--- src/rtl/sad_pkg.sv ---
// Shared definitions for the SAD pipeline stages.
//   SAD_W_DEFAULT : default SAD sample width
//   sad_state_e   : IDLE / SCAN / DONE control states used by SAD-stage blocks
package sad_pkg;

  localparam int unsigned SAD_W_DEFAULT = 12;

  typedef enum logic [1:0] {
    IDLE = 2'd0,
    SCAN = 2'd1,
    DONE = 2'd2
  } sad_state_e;

endpackage : sad_pkg

--- src/rtl/sad_pos_counter.sv ---
// Raster position counter, column-fastest, for a FRAME_H x FRAME_W window grid.
//   clk     : rising-edge clock
//   reset   : synchronous active-high reset, clears position to (0,0)
//   clear   : synchronous clear to (0,0)
//   advance : step to the next raster position
//   row/col : current position
//   last_c  : current position is (FRAME_H-1, FRAME_W-1)
module sad_pos_counter #(
  parameter int unsigned FRAME_W = 61,
  parameter int unsigned FRAME_H = 61
) (
  input  logic                       clk,
  input  logic                       reset,
  input  logic                       clear,
  input  logic                       advance,
  output logic [$clog2(FRAME_H)-1:0] row,
  output logic [$clog2(FRAME_W)-1:0] col,
  output logic                       last_c
);

  localparam int unsigned ROW_W = $clog2(FRAME_H);
  localparam int unsigned COL_W = $clog2(FRAME_W);

  logic col_end_c;
  logic row_end_c;

  assign col_end_c = (col == COL_W'(FRAME_W - 1));
  assign row_end_c = (row == ROW_W'(FRAME_H - 1));
  assign last_c    = col_end_c && row_end_c;

  // Column wraps after FRAME_W-1 and carries into the row; the whole frame wraps at the end.
  always_ff @(posedge clk) begin
    if (reset || clear) begin
      row <= '0;
      col <= '0;
    end else if (advance) begin
      if (col_end_c) begin
        col <= '0;
        row <= row_end_c ? '0 : row + ROW_W'(1);
      end else begin
        col <= col + COL_W'(1);
      end
    end
  end

endmodule : sad_pos_counter

--- src/rtl/sad_min_tracker.sv ---
// Tracks the minimum SAD over a FRAME_H x FRAME_W raster scan and reports its position.
//   Clk, Reset          : clock, synchronous active-high reset
//   Start               : one-cycle request to begin a scan (honoured only in IDLE)
//   InValid/InReady/InSAD : sample stream, one SAD per raster position
//   OutValid/OutReady   : result handshake, held in DONE until accepted
//   BestSAD/BestRow/BestCol : minimum SAD of the scan and its (row, col)
// Optional: define SAD_MIN_ZERO_EXIT_EN to end a scan as soon as a zero SAD is accepted.
module sad_min_tracker
  import sad_pkg::*;
#(
  parameter int unsigned FRAME_W = 61,
  parameter int unsigned FRAME_H = 61,
  parameter int unsigned SAD_W   = SAD_W_DEFAULT
) (
  input  logic                       Clk,
  input  logic                       Reset,
  input  logic                       Start,
  input  logic                       InValid,
  output logic                       InReady,
  input  logic [SAD_W-1:0]           InSAD,
  output logic                       OutValid,
  input  logic                       OutReady,
  output logic [SAD_W-1:0]           BestSAD,
  output logic [$clog2(FRAME_H)-1:0] BestRow,
  output logic [$clog2(FRAME_W)-1:0] BestCol
);

  localparam int unsigned ROW_W = $clog2(FRAME_H);
  localparam int unsigned COL_W = $clog2(FRAME_W);

  sad_state_e       state;
  logic [ROW_W-1:0] pos_row;
  logic [COL_W-1:0] pos_col;
  logic             pos_last_c;
  logic             accept_c;
  logic             first_c;
  logic             better_c;
  logic             zero_hit_c;
  logic             finish_c;
  logic             clear_c;

  // InReady is a registered copy of (state == SCAN).
  assign accept_c = InValid && InReady;
  assign clear_c  = (state == IDLE) && Start;

  // Counter is cleared on Start, so (0,0) marks the first sample of the scan.
  assign first_c  = (pos_row == '0) && (pos_col == '0);
  assign better_c = first_c || (InSAD < BestSAD);

`ifdef SAD_MIN_ZERO_EXIT_EN
  assign zero_hit_c = (InSAD == '0);
`else
  assign zero_hit_c = 1'b0;
`endif

  assign finish_c = pos_last_c || zero_hit_c;

  sad_pos_counter #(
    .FRAME_W (FRAME_W),
    .FRAME_H (FRAME_H)
  ) u_pos (
    .clk     (Clk),
    .reset   (Reset),
    .clear   (clear_c),
    .advance (accept_c),
    .row     (pos_row),
    .col     (pos_col),
    .last_c  (pos_last_c)
  );

  // Control FSM with registered handshake and result outputs.
  always_ff @(posedge Clk) begin
    if (Reset) begin
      state    <= IDLE;
      InReady  <= 1'b0;
      OutValid <= 1'b0;
      BestSAD  <= '1;
      BestRow  <= '0;
      BestCol  <= '0;
    end else begin
      case (state)
        IDLE: begin
          if (Start) begin
            state   <= SCAN;
            InReady <= 1'b1;
          end
        end
        SCAN: begin
          if (accept_c) begin
            if (better_c) begin
              BestSAD <= InSAD;
              BestRow <= pos_row;
              BestCol <= pos_col;
            end
            if (finish_c) begin
              state    <= DONE;
              InReady  <= 1'b0;
              OutValid <= 1'b1;
            end
          end
        end
        DONE: begin
          if (OutReady) begin
            state    <= IDLE;
            OutValid <= 1'b0;
          end
        end
        default: begin
          state    <= IDLE;
          InReady  <= 1'b0;
          OutValid <= 1'b0;
        end
      endcase
    end
  end

endmodule : sad_min_tracker

--- config.mk ---
export PLATFORM = sky130hd
export DESIGN_NAME = sad_min_tracker
export DESIGN_NICKNAME = d
export VERILOG_FILES = /design/src/rtl/sad_pkg.sv /design/src/rtl/sad_pos_counter.sv /design/src/rtl/sad_min_tracker.sv
export SDC_FILE = /design/constraint.sdc
export NUM_CORES = 1
export LEC_CHECK = 0
export CORE_ASPECT_RATIO = 0.75
export CORE_MARGIN = 2
export CORE_UTILIZATION = 39
export DETAILED_ROUTE_END_ITERATION = 8
export PLACE_DENSITY = 0.66
export SLEW_MARGIN = 20
export SYNTH_ARGS = -nofsm -noshare
export SYNTH_HDL_FRONTEND = slang
export SYNTH_SLANG_ARGS = --single-unit
--- constraint.sdc ---
create_clock -name Clk -period 1.72 [get_ports Clk]
set_input_delay 0.172 -clock Clk [delete_from_list [all_inputs] [get_ports Clk]]
set_output_delay 0.172 -clock Clk [all_outputs]
set_load 0.05 [all_outputs]
==> Implementation_results.wiki, run 1 <==
{| class="wikitable"
! Metric !! Value
|-
| Die W || ~90 um
|-
| Clock period minus worst slack || approximately 1.9 ns
|-
| Leakage || about 1.4 nW
|-
| Cell-by-cell listing of the critical path || inv_2, ha_4, a2111oi_4, o21ai_2, a211oi_2, buf_4, nor2_4, buf_12, mux2i_1
|-
| Total standard cell area after synthesis || just over 2000 um2
|-
| Top cells by instance count after synthesis || sky130_fd_sc_hd__nor2_1 (42), sky130_fd_sc_hd__dfxtp_1 (40), sky130_fd_sc_hd__inv_1 (19), sky130_fd_sc_hd__mux2i_1 (19), sky130_fd_sc_hd__nand2_1 (17)
|-
| IO buf count || 42
|-
| Element type at the critical path end || flip-flop
|-
| Peak clock frequency supported by timing || approximately 530 MHz
|-
| Total of max-cap violations || 0
|-
| Total global-route track usage || between 10% and 20%
|-
| Diode count || 0
|-
| Cell type with the highest aggregate area in the netlist || sky130_fd_sc_hd__dfxtp_1
|-
| Most common cell in the synthesized netlist || sky130_fd_sc_hd__nor2_1
|-
| Num Clock Sinks || 40
|-
| CP Max Fanout || 14
|-
| Reg-to-Reg End || BestCol[5]
|-
| Total area of multi-input combinational cells || between 1000 and 1500 um2
|-
| Fraction of synthesized cell area taken by the top area cell type || between 30% and 40%
|-
| Drt pass-1 iters || 4
|-
| Storage element area || 835.8 um2
|-
| Count of flip-flops with a built-in enable after synthesis || 0
|-
| Post-Synthesis Mean Instance Area || roughly 8.6 um2
|-
| Dominant register cell in the synthesized netlist || sky130_fd_sc_hd__dfxtp_1
|-
| Final HPWL from detailed placement || ~3500 um
|-
| Htree depth || 2
|-
| Worst EP arrival || between 2 and 2.5 ns
|-
| Peak supply drop || between 0.0005 and 0.0006 V
|-
| Final Hold Viols || 0
|-
| Remaining antenna violation count after routing || 0
|-
| Post-synthesis sequential element count || 40
|-
| Crit path largest cell delay || about 0.35 ns
|-
| Worst relative slew slack || 64.96%
|-
| CTS buffer count || 5
|-
| CTS root buf || sky130_fd_sc_hd__clkbuf_8
|-
| Area growth from synthesis to layout || 46.10%
|-
| Number of global-route vias before repair || between 1500 and 2000
|-
| Cell count of the worst reg-to-reg path || 9
|-
| CP max stage cell || sky130_fd_sc_hd__dfxtp_4
|-
| Area inside the core boundary || ~5000 um2
|-
| Initial Util || between 40% and 50%
|-
| Terminating pin of the worst hold path || BestSAD[5]
|-
| CP Class || reg -> reg
|-
| Post-route setup slack || -0.1629 ns
|-
| Setup violation total in the final timing report || 24
|-
| Vias/cell || between 4 and 5
|-
| 1st-iter DRT viols || 95
|-
| Post-synth cell types || 37
|-
| Number of cells on the worst hold path || 3
|-
| Fraction of the cycle the final worst path needs || 109.5%
|-
| Die H || between 60 and 70 um
|-
| Clk_lat worst skew || 0.29 ns
|-
| Launch point of the worst hold path || InSAD[5]
|-
| Required time at the worst-slack endpoint || approximately 1.9 ns
|-
| Filler cell count || 453
|-
| Sort of element at the start of the critical path || flip-flop
|-
| Antenna violations before repair || 0
|-
| Post-route worst hold slack || roughly 0.36 ns
|-
| Yosys warning total || 0
|-
| Area of the die || 5820 um2
|-
| Pin count of the biggest net entering global routing || 19
|-
| Global-route wire length before repair || 7955 um
|-
| Result of the run || finished, violations left
|-
| Reg-to-reg startpoint || BestSAD[5]
|-
| Fraction of the core area covered by cells at the end of the flow || 60.03%
|-
| Min-Delay Path Class || in -> reg
|-
| Share of flip-flops with an asynchronous set or reset after synthesis || 0%
|-
| R2R Setup Slk || -0.16 ns
|-
| CTS max path bufs || 2
|-
| Detailed-route via count || between 1500 and 2000
|-
| Syn Inst Count || between 200 and 250
|-
| IO Pins || between 40 and 50
|-
| Power per unit of standard cell area || between 600 and 700 nW/um2
|-
| Slew of the pin with the lowest slew margin || 0.5240 ns
|-
| DRT Wirelength || 4733 um
|-
| Sequential cell area fraction in the yosys report || 39.34%
|-
| Final clock skew || 0.004153 ns
|-
| Clock slew at reported path FFs || 0.08 ns
|-
| Layout cell share with drive strength beyond 1 || 25.62%
|-
| Grt total ovfl || 0
|-
| Final net count || ~350
|-
| Dominant cells by area after synthesis || sky130_fd_sc_hd__dfxtp_1 (39%), sky130_fd_sc_hd__mux2i_1 (9.3%), sky130_fd_sc_hd__ha_1 (9.2%), sky130_fd_sc_hd__nor2_1 (7.7%), sky130_fd_sc_hd__nand2b_1 (4.0%)
|-
| DRC errors left || 0
|-
| Average wire length per cell after detail routing || 12.46 um
|-
| Placer's final routability congestion estimate || between 0.9 and 1
|-
| CTS tree || built
|-
| Max-slew violations || 0
|-
| Violated checks || negative setup slack
|-
| Synthesized netlist net count || about 270
|-
| Unrepaired setup endpoints after global routing || yes
|-
| Floorplan row count || 22
|}
[cells by family after synthesis]
family,after synthesis,synth area share (%)
AOI/OAI and AO/OA,24,7.499
xor gates and xnor gates,10,4.303
adders and majority gates,15,9.219
buffers and inverters,28,5.593
DFF,40,39.34
muxes,19,9.342
and+or+nand+nor,101,24.71
[state kept, by name, summed over array words and instances, names as in the netlist]
signal and flops:
state 2, u_pos.row 6, InReady 1, u_pos.col 6, BestSAD 12, OutValid 1
BestRow 6, BestCol 6
[what timing repair did]
item	in CTS	in global routing
gates cloned	1	0
pin swaps	5	2
buffers inserted	4	0
setup endpoints to repair	24	26
hold buffers	0	0
resized for setup	8	3
[worst max-delay path by stage]
stage | startpoint | to | slack, ns | cells past startpoint
after floorplan | BestSAD[5] | BestSAD[6] | -0.25 | 8
after global placement | InSAD[5] | BestSAD[4] | -0.58 | 7
after detailed placement | InSAD[5] | BestCol[5] | -0.63 | 7
after CTS | BestSAD[5] | BestCol[5] | -0.11 | 9
after global routing | BestSAD[5] | BestCol[5] | -0.27 | 9
final | BestSAD[5] | BestCol[5] | -0.16 | 9
[where the power goes]
group	switching, W	leakage [nW]	internal [W]
clock	0.000325	0.0399	0.000283
sequential	0.00000952	0.322	0.000937
combinational	0.000175	0.992	0.000158
total	0.000510	1.35	0.00138
[worst max-delay path: cells and delay by family (launching register included)]
kind | cells | cell delay (ns)
compound gates | 3 | 0.67
flops | 1 | 0.35
buf+inv | 3 | 0.35
fa+ha+maj | 1 | 0.22
mux | 1 | 0.12
simple gates | 1 | 0.04
[area by class of cell]
class	count	area share (%)
multi-input combinational	169	39.46
inverter	19	2.398
tap	60	2.524
clock buffer	7	2.566
sequential	40	28.10
timing repair buffer	84	24.82
clock inverter	1	0.1262
[through the flow]
stage          cell area [um2]  worst slack, ns  std cells  power [W]  setup TNS (ns)
4_1_cts                   2965          -0.1082        380   0.001905          -2.006
6_report                  2974          -0.1629        380   0.001888          -3.278
2_1_floorplan             2108          -0.2474        237   0.001155          -4.339
3_3_place_gp              2811          -0.5810        367   0.001284          -13.36
5_1_grt                   2974          -0.2746        380   0.001977          -5.855
3_5_place_dp              2811          -0.6265        367   0.001284          -14.10
[cell usage in the layout (no fill, tap or decap), types with 3 or more instances in the layout]
cell and count:
sky130_fd_sc_hd__dfxtp_4 8, sky130_fd_sc_hd__buf_4 48, sky130_fd_sc_hd__nand3b_1 6, sky130_fd_sc_hd__nand2_1 17
sky130_fd_sc_hd__dfxtp_1 28, sky130_fd_sc_hd__nand2b_1 13, sky130_fd_sc_hd__buf_6 3, sky130_fd_sc_hd__clkdlybuf4s50_1 29
sky130_fd_sc_hd__nand4_1 6, sky130_fd_sc_hd__xnor2_1 3, sky130_fd_sc_hd__mux2i_1 19, sky130_fd_sc_hd__xor2_1 7
sky130_fd_sc_hd__clkbuf_8 5, sky130_fd_sc_hd__ha_1 12, sky130_fd_sc_hd__nor2_1 42, sky130_fd_sc_hd__inv_1 17
sky130_fd_sc_hd__a21oi_1 12, sky130_fd_sc_hd__dfxtp_2 4, sky130_fd_sc_hd__nand3_1 4
[per-layer routing]
layer  GRT usage, %  share of wire [%]  up-vias
met3          4.213                5.3        5
li1               -                  -      956
met1          26.57                 54      826
met2          25.19                 40       54
met5              0                  0        -
met4          4.423               0.72        0
Note: power is estimated with default switching activity, not from simulation.
==> run 2, diff against run 1 <==
Settings changed: PLACE_DENSITY 0.66 to unset.
Clock period 1.72 ns to 1.8 ns, I/O delays scaled along.
==> run 2 against run 1 <==
Critical path type is now in -> reg. Clock skew is 0.0062 ns higher. Combinational power is 2% lower. Die area stayed put. First-iteration DRC count is 7.4% higher. The flow still finishes with violations (negative setup slack). Sequential share of layout area is 0.44 points lower. Final cell count is 0.53% lower. Highest routed layer unchanged. Clock power is 5.9% lower. Core utilization is 0.86 points higher.
==> Implementation_results.wiki, run 2 (same netlist as run 1, synthesis figures left out) <==
{| class="wikitable"
! Metric !! Value
|-
| Power per unit of standard cell area || 598.3 nW/um2 (-5.8%)
|-
| Post-cts hold buffer count || 0 (unchanged)
|-
| Register with the most flip-flops || BestSAD
|-
| Pin count of the biggest net entering global routing || 35 (+16)
|-
| CP Class || in -> reg
|-
| Number of cells on the worst hold path || 3 (unchanged)
|-
| Post-route setup slack || -0.05576 ns (+0.1072 ns)
|-
| Clock slew at reported path FFs || 0.08 ns (about the same)
|-
| Required time at the worst-slack endpoint || 1.98 ns (+0.08 ns)
|-
| Max-slew violations || 0 (unchanged)
|-
| Switching fraction of total power || 27.02% (about the same)
|-
| Vias/cell || 4.738 (-2.2%)
|-
| Clock period minus worst slack || 1.856 ns
|-
| R2R Setup Slk || -0.05 ns (+0.11 ns)
|-
| CTS tree || built
|-
| Unrepaired setup endpoints after global routing || yes
|-
| Remaining antenna violation count after routing || 0 (unchanged)
|-
| Busiest metal layer after global routing || met1
|-
| Num Clock Sinks || 40 (unchanged)
|-
| Die W || 87.43 um (unchanged)
|-
| Logic gate share of total power || 18.2% (+0.5 points)
|-
| Antenna violations before repair || 0 (unchanged)
|-
| Global-route wire length before repair || 8079 um (+1.6%)
|-
| Reg-to-Reg End || BestRow[3]
|-
| Element type at the critical path end || flip-flop
|-
| Met1 Usage GRT || 27.95% (+1.4 points)
|-
| Average wire length per cell after detail routing || 12.69 um (+1.8%)
|-
| DRT Wirelength || 4795 um (+1.3%)
|-
| Terminating pin of the worst hold path || BestSAD[5]
|-
| Relative contribution of sequential cells to total power || 50.1% (about the same)
|-
| Leakage || 1.351 nW (-0.22%)
|-
| Initial Util || 41.09% (unchanged)
|-
| Result of the run || finished, violations left
|-
| Total of max-cap violations || 0 (unchanged)
|-
| CTS buffer count || 5 (unchanged)
|-
| Diode count || 0 (unchanged)
|-
| Leading cell type in the layout, fill and taps excluded || sky130_fd_sc_hd__nor2_1
|-
| Die H || 66.57 um (unchanged)
|-
| Sort of element at the start of the critical path || input port
|-
| Peak supply drop || 0.0002859 V (-45%)
|-
| CTS max path bufs || 2 (unchanged)
|-
| Min-Delay Path Class || in -> reg
|-
| Fraction of the cycle the final worst path needs || 103.1%
|-
| Final net count || 349 (-0.57%)
|-
| Clk_lat worst skew || 0.29 ns (about the same)
|-
| Internal power || 0.001317 W (-4.4%)
|-
| IO buf count || 42 (unchanged)
|-
| Floorplan row count || 22 (unchanged)
|-
| Area of the die || 5820 um2 (unchanged)
|-
| Grt total ovfl || 0 (unchanged)
|-
| Htree depth || 2 (unchanged)
|-
| Area inside the core boundary || 4955 um2 (unchanged)
|-
| Total area of multi-input combinational cells || 1192 um2 (+1.6%)
|-
| Clock group share of total power || 31.7% (-0.5 points)
|-
| Worst-case setup slack after placement || -0.5841 ns (+0.04243 ns)
|-
| Switching pwr || 0.0004876 W (-4.4%)
|-
| CTS root buf || sky130_fd_sc_hd__clkbuf_8
|-
| Worst relative slew slack || 65.23% (+0.27 points)
|-
| Area growth from synthesis to layout || 48.19%
|-
| Overall Power || 0.001805 W (-4.4%)
|-
| Highest-count cells in the layout ignoring fill and taps || sky130_fd_sc_hd__nor2_1 (42), sky130_fd_sc_hd__clkdlybuf4s50_1 (41), sky130_fd_sc_hd__buf_4 (36), sky130_fd_sc_hd__dfxtp_1 (29), sky130_fd_sc_hd__mux2i_1 (19)
|-
| Number of global-route vias before repair || 1695 (+1.4%)
|-
| Slew of the pin with the lowest slew margin || 0.5200 ns (-0.004044 ns)
|-
| Flip-flop count of the largest register after layout || 12 (unchanged)
|-
| 1st-iter DRT viols || 102 (+7.4%)
|-
| Final Hold Viols || 0 (unchanged)
|-
| Final HPWL from detailed placement || 3506 um (-0.81%)
|-
| Storage element area || 834.6 um2 (-0.15%)
|-
| Placer's final routability congestion estimate || 0.8162 (-9.8%)
|-
| Worst EP arrival || 2.04 ns (-0.02 ns)
|-
| Launch point of the worst hold path || InSAD[5]
|-
| Total global-route track usage || 17.96% (+0.23 points)
|-
| IO Pins || 43 (unchanged)
|-
| Cell count of the worst reg-to-reg path || 9 (unchanged)
|-
| Global Route met2 Usage || 24.05% (-1.1 points)
|-
| Filler cell count || 441 (-2.6%)
|-
| DRC errors left || 0 (unchanged)
|-
| Violated checks || negative setup slack
|-
| Setup violation total in the final timing report || 24 (unchanged)
|-
| Layout cell share with drive strength beyond 1 || 23.58% (-2.0 points)
|-
| Final clock skew || 0.01033 ns (+0.006174 ns)
|-
| Drt pass-1 iters || 4 (unchanged)
|-
| CP Max Fanout || 6 (-8)
|-
| Detailed-route via count || 1791 (-2.7%)
|-
| Peak clock frequency supported by timing || approximately 540 MHz
|-
| Reg-to-reg startpoint || BestSAD[5]
|-
| Routing usage on met3 || 4.461% (+0.25 points)
|}
## run 2: cell count changes in the layout (fill, tap and decap cells not counted), sizes merged
cell,change
buf,-13
clkbuf,-1
dlymetal6s2s,-2
clkinv,+2
clkdlybuf4s50,+12
## run 2: worst max path at each step
stage | endpoint | startpoint | slack (ns) | cells after the start
after global placement | BestSAD[5] | InSAD[5] | -0.53 | 7
after global routing | BestCol[3] | BestSAD[5] | -0.19 | 9
after floorplan | BestSAD[6] | BestSAD[5] | -0.17 | 8
after CTS | BestSAD[1] | BestSAD[5] | -0.03 | 9
after detailed placement | BestSAD[4] | InSAD[5] | -0.58 | 7
final | BestRow[3] | InSAD[3] | -0.06 | 9
## run 2: per-stage QoR
stage	instances	utilization (%)	setup TNS [ns]	hold slack, ns	instance area, um2
after global placement	365	56.92	-11.96	0.4640	2820
after floorplan	237	-	-2.419	0.3397	2107
after global routing	378	60.88	-4.283	0.3695	3017
final	378	60.88	-0.9874	0.3538	3017
after detailed placement	365	56.92	-12.74	0.4641	2820
after CTS	376	59.72	-0.4256	0.3532	2959
## run 2: routing by layer
layer  wire, um  part of all wire (%)
met1       2654                    55
met2       1887                    39
met3        229                   4.8
met4         23                  0.48
met5          0                     0
## run 2: timing repair
action | 4_1_cts | 5_1_grt
gates resized for setup | 4 | 7
setup endpoints to repair | 24 | 24
buffers inserted | 3 | 1
gates cloned | 0 | 1
pin swaps | 2 | 4
## run 2: final cells by class
cell class / count / share of cell area (%)
Clock buffer: 5 / 2.281
Clock inverter: 3 / 0.4562
Inverter: 19 / 2.364
Multi-Input combinational cell: 169 / 39.53
Sequential cell: 40 / 27.66
Tap cell: 60 / 2.489
Timing Repair Buffer: 82 / 25.22
## run 2: power by group through the flow
stage                     registers [W]  logic [W]  clock network [W]
final                          0.000904   0.000328           0.000572
after global placement         0.000925   0.000307                  0
after CTS                      0.000904   0.000319           0.000594
after floorplan                0.000980   0.000123                  0
after global routing           0.000907   0.000358           0.000643
after detailed placement       0.000925   0.000306                  0
## run 2: critical path, cell delays in order
cell                              delay (ns)
sky130_fd_sc_hd__clkdlybuf4s50_1        0.53
sky130_fd_sc_hd__ha_4                   0.22
sky130_fd_sc_hd__o211ai_1               0.24
sky130_fd_sc_hd__a211oi_2               0.11
sky130_fd_sc_hd__a211oi_2               0.28
sky130_fd_sc_hd__buf_4                  0.19
sky130_fd_sc_hd__clkbuf_16              0.14
sky130_fd_sc_hd__nand3b_1               0.09
sky130_fd_sc_hd__a21oi_1                0.06
==> run 3, diff against run 2 <==
Settings changed: ABC_AREA set to 1, CORE_MARGIN 2 to unset.
==> run 3 against run 2 <==
The flow now finishes without violations. Register-to-register slack improved by 0.10 ns. Core utilization rose by 1.2 points. Clock skew fell by 0.0025 ns. Fmax rose by 5.5%. Total power rose by 5.4%. Non-clock buffer count fell by 21. Count of clock-buffer cells in the layout rose by 3. Largest cell class unchanged. Global-route usage fell by 0.49 points. Largest power group unchanged. Sequential share of layout area fell by 1.7 points.
==> Implementation_results.wiki, run 3 <==
{| class="wikitable"
! Metric !! Value
|-
| Result of the run || complete, no violations
|-
| Dominant cells by area after synthesis || sky130_fd_sc_hd__dfxtp_1 (38%), sky130_fd_sc_hd__nand2_1 (12%), sky130_fd_sc_hd__ha_1 (8.9%), sky130_fd_sc_hd__nand3_1 (8.0%), sky130_fd_sc_hd__inv_1 (6.6%)
|-
| Diode count || 0 (unchanged)
|-
| Drt pass-1 iters || 4 (unchanged)
|-
| Leading cell type in the layout, fill and taps excluded || sky130_fd_sc_hd__nand2_1
|-
| Yosys warning total || 0 (unchanged)
|-
| Fraction of synthesized cell area taken by the top area cell type || 37.78% (-1.6 points)
|-
| Area growth from synthesis to layout || 48.41%
|-
| Total standard cell area after synthesis || 2120 um2 (+4.1%)
|-
| Unrepaired setup endpoints after global routing || yes
|-
| Post-cts hold buffer count || 0 (unchanged)
|-
| Count of flip-flops with a built-in enable after synthesis || 0 (unchanged)
|-
| Htree depth || 2 (unchanged)
|-
| Number of global-route vias before repair || 1681 (-0.83%)
|-
| CTS buffer count || 5 (unchanged)
|-
| Sort of element at the start of the critical path || input port
|-
| Total global-route track usage || 17.48% (-0.49 points)
|-
| Flip-flop count of the largest register after layout || 12 (unchanged)
|-
| Leakage || 1.373 nW (+1.6%)
|-
| IO Pins || 43 (unchanged)
|-
| DRT Wirelength || 5171 um (+7.8%)
|-
| Area of the die || 5737 um2 (-1.4%)
|-
| Antenna violations before repair || 0 (unchanged)
|-
| Sum Neg Setup Slack || 0 ns (+0.9874 ns)
|-
| Slew of the pin with the lowest slew margin || 0.5039 ns (-0.01610 ns)
|-
| Cell count of the worst reg-to-reg path || 12 (+3)
|-
| Initial Util || 41.85% (+0.76 points)
|-
| Terminating pin of the worst hold path || BestSAD[8]
|-
| CTS root buf || sky130_fd_sc_hd__clkbuf_8
|-
| Min-Delay Path Class || in -> reg
|-
| Instance area after placement || 2696 um2 (-4.4%)
|-
| Layout cell share with drive strength beyond 1 || 29.06% (+5.5 points)
|-
| Synthesized netlist net count || 324 (+20%)
|-
| Remaining antenna violation count after routing || 0 (unchanged)
|-
| Dominant register cell in the synthesized netlist || sky130_fd_sc_hd__dfxtp_1
|-
| Clock slew at reported path FFs || 0.08 ns (about the same)
|-
| Launch point of the worst hold path || InSAD[8]
|-
| CP Class || in -> reg
|-
| Register with the most flip-flops || BestSAD
|-
| 1st-iter DRT viols || 76 (-25%)
|-
| Worst relative slew slack || 66.30% (+1.1 points)
|-
| Clk_lat worst skew || 0.29 ns (about the same)
|-
| Clock period minus worst slack || 1.759 ns (-0.09683 ns)
|-
| Fraction of the cycle the final worst path needs || 97.72% (-5.4 points)
|-
| Top cells by instance count after synthesis || sky130_fd_sc_hd__nand2_1 (67), sky130_fd_sc_hd__dfxtp_1 (40), sky130_fd_sc_hd__inv_1 (37)
|-
| Fin area || 3146 um2 (+4.3%)
|-
| Floorplan row count || 22 (unchanged)
|-
| R2R Setup Slk || 0.05 ns (+0.10 ns)
|-
| Average wire length per cell after detail routing || 12.22 um (-3.6%)
|-
| Max-slew violations || 0 (unchanged)
|-
| Reg-to-Reg End || BestCol[3]
|-
| Number of cells on the worst hold path || 3 (unchanged)
|-
| Cell type with the highest aggregate area in the netlist || sky130_fd_sc_hd__dfxtp_1
|-
| Global-route wire length before repair || 7783 um (-3.7%)
|-
| Grt total ovfl || 0 (unchanged)
|-
| Final net count || 382 (+9.5%)
|-
| Highest-count cells in the layout ignoring fill and taps || sky130_fd_sc_hd__nand2_1 (64), sky130_fd_sc_hd__clkdlybuf4s50_1 (41), sky130_fd_sc_hd__inv_1 (34), sky130_fd_sc_hd__nand3_2 (32), sky130_fd_sc_hd__dfxtp_1 (29)
|-
| Detailed-route via count || 2009 (+12%)
|-
| Peak clock frequency supported by timing || 568.5 MHz (+5.5%)
|-
| Peak supply drop || 0.0004690 V (+64%)
|-
| Required time at the worst-slack endpoint || 1.99 ns (about the same)
|-
| Post-synthesis sequential element count || 40 (unchanged)
|-
| Post-Synthesis Mean Instance Area || 7.259 um2 (-15%)
|-
| Final clock skew || 0.007828 ns (-0.002499 ns)
|-
| Pin count of the biggest net entering global routing || 21 (-40%)
|-
| Num Clock Sinks || 40 (unchanged)
|-
| CP Max Fanout || 7 (+1)
|-
| Vias/cell || 4.749 (+0.24%)
|-
| Power per unit of standard cell area || 604.6 nW/um2 (+1.1%)
|-
| Die W || 87.13 um (-0.34%)
|-
| Setup violation total in the final timing report || 0 (-100%)
|-
| Die H || 65.85 um (-1.1%)
|-
| Final Hold Viols || 0 (unchanged)
|-
| IO buf count || 42 (unchanged)
|-
| CTS tree || built
|-
| Post-synth cell types || 24 (-35%)
|-
| Share of flip-flops with an asynchronous set or reset after synthesis || 0% (unchanged)
|-
| Worst EP arrival || 1.95 ns (-0.09 ns)
|-
| Total of max-cap violations || 0 (unchanged)
|-
| Area inside the core boundary || 5065 um2 (+2.2%)
|-
| Sequential cell area fraction in the yosys report || 37.78% (-1.6 points)
|-
| Reg-to-reg startpoint || BestSAD[8]
|-
| DRC errors left || 0 (unchanged)
|-
| CTS max path bufs || 2 (unchanged)
|-
| Placer's final routability congestion estimate || 0.8102 (-0.74%)
|-
| Most common cell in the synthesized netlist || sky130_fd_sc_hd__nand2_1
|-
| Syn Inst Count || 292 (+23%)
|-
| Final HPWL from detailed placement || 3448 um (-1.7%)
|-
| Element type at the critical path end || flip-flop
|}
[run 3: cell count changes in the layout (fill, tap and decap cells not counted), sizes merged, moves of 6 or more]
cell	before	now
nand2	17	71
nor2	43	32
nand3	4	40
a21oi	13	25
buf	39	16
inv	19	39
nand2b	13	0
nand3b	6	0
mux2i	19	0
[run 3: cell families (layout without fill, tap and decap cells)]
group	count (synthesis)	in the layout	share of synthesized area, %
AND/OR/NAND/NOR	154	154	33.65
buffers and inverters	50	109	11.10
flip-flops	40	40	37.78
AO/OA/AOI/OAI	29	29	6.966
adder cells (fa/ha/maj)	15	15	8.855
XOR/XNOR	4	4	1.653
[run 3: where the power goes]
group          leakage (nW)  switching [W]  internal [W]  total, W
registers             0.319      0.0000178      0.000909  0.000927
clock network        0.0455       0.000310      0.000313  0.000623
logic                  1.01       0.000205      0.000146  0.000352
total                  1.37       0.000533       0.00137   0.00190
[run 3: per-stage QoR]
step / worst slack, ns / std cells / hold slack (ns) / util [%] / power [W]
after floorplan: 0.01609 / 292 / 0.2491 / - / 0.001139
after global placement: -0.1589 / 409 / 0.4465 / 53.24 / 0.001259
after detailed placement: -0.1650 / 409 / 0.4462 / 53.24 / 0.001260
after CTS: 0.06476 / 417 / 0.4649 / 55.01 / 0.001873
after global routing: -0.09365 / 423 / 0.2442 / 62.10 / 0.001997
final: 0.04107 / 423 / 0.2408 / 62.10 / 0.001902
[run 3: layer usage]
metal	GRT usage, %	up-vias	share of wire, %
met5	0	-	0
met4	3.689	0	0.33
met3	4.245	2	4.2
met2	25.98	43	43
met1	25.50	906	52
li1	-	1058	-
[run 3: timing repair]
| item | 4_1_cts | 5_1_grt |
|---|---|---|
| hold endpoints to repair | 0 | 0 |
| buffers inserted | 0 | 2 |
| resized for setup | 0 | 54 |
| endpoints found under the setup margin | 0 | 24 |
[run 3: cell type report]
cell class	count	area, um2
clock buffers	8	90.09
fillers	482	1919
inverters	40	150.1
multi-input cells	202	1339
flip-flops and latches	40	817.0
well taps	72	90.09
repair buffers	61	659.4
[run 3: critical path: stages]
cell                              delay [ns]
sky130_fd_sc_hd__clkdlybuf4s50_1        0.48
sky130_fd_sc_hd__ha_4                   0.30
sky130_fd_sc_hd__nand2_2                0.05
sky130_fd_sc_hd__nor2_2                 0.10
sky130_fd_sc_hd__nand2_1                0.09
sky130_fd_sc_hd__nor2_1                 0.09
sky130_fd_sc_hd__nand2_1                0.07
sky130_fd_sc_hd__nand2_2                0.12
sky130_fd_sc_hd__nand2_8                0.11
sky130_fd_sc_hd__clkbuf_16              0.18
sky130_fd_sc_hd__a21oi_2                0.11
sky130_fd_sc_hd__nor2_1                 0.05
[run 3: worst max path at each step]
stage,from,endpoint,depth (start not counted)
after floorplan,BestSAD[9],BestSAD[0],13
after global placement,InSAD[7],BestSAD[11],12
after detailed placement,InSAD[11],BestSAD[1],12
after CTS,BestSAD[11],BestSAD[1],12
after global routing,BestSAD[10],BestRow[4],13
final,InSAD[11],BestCol[3],12
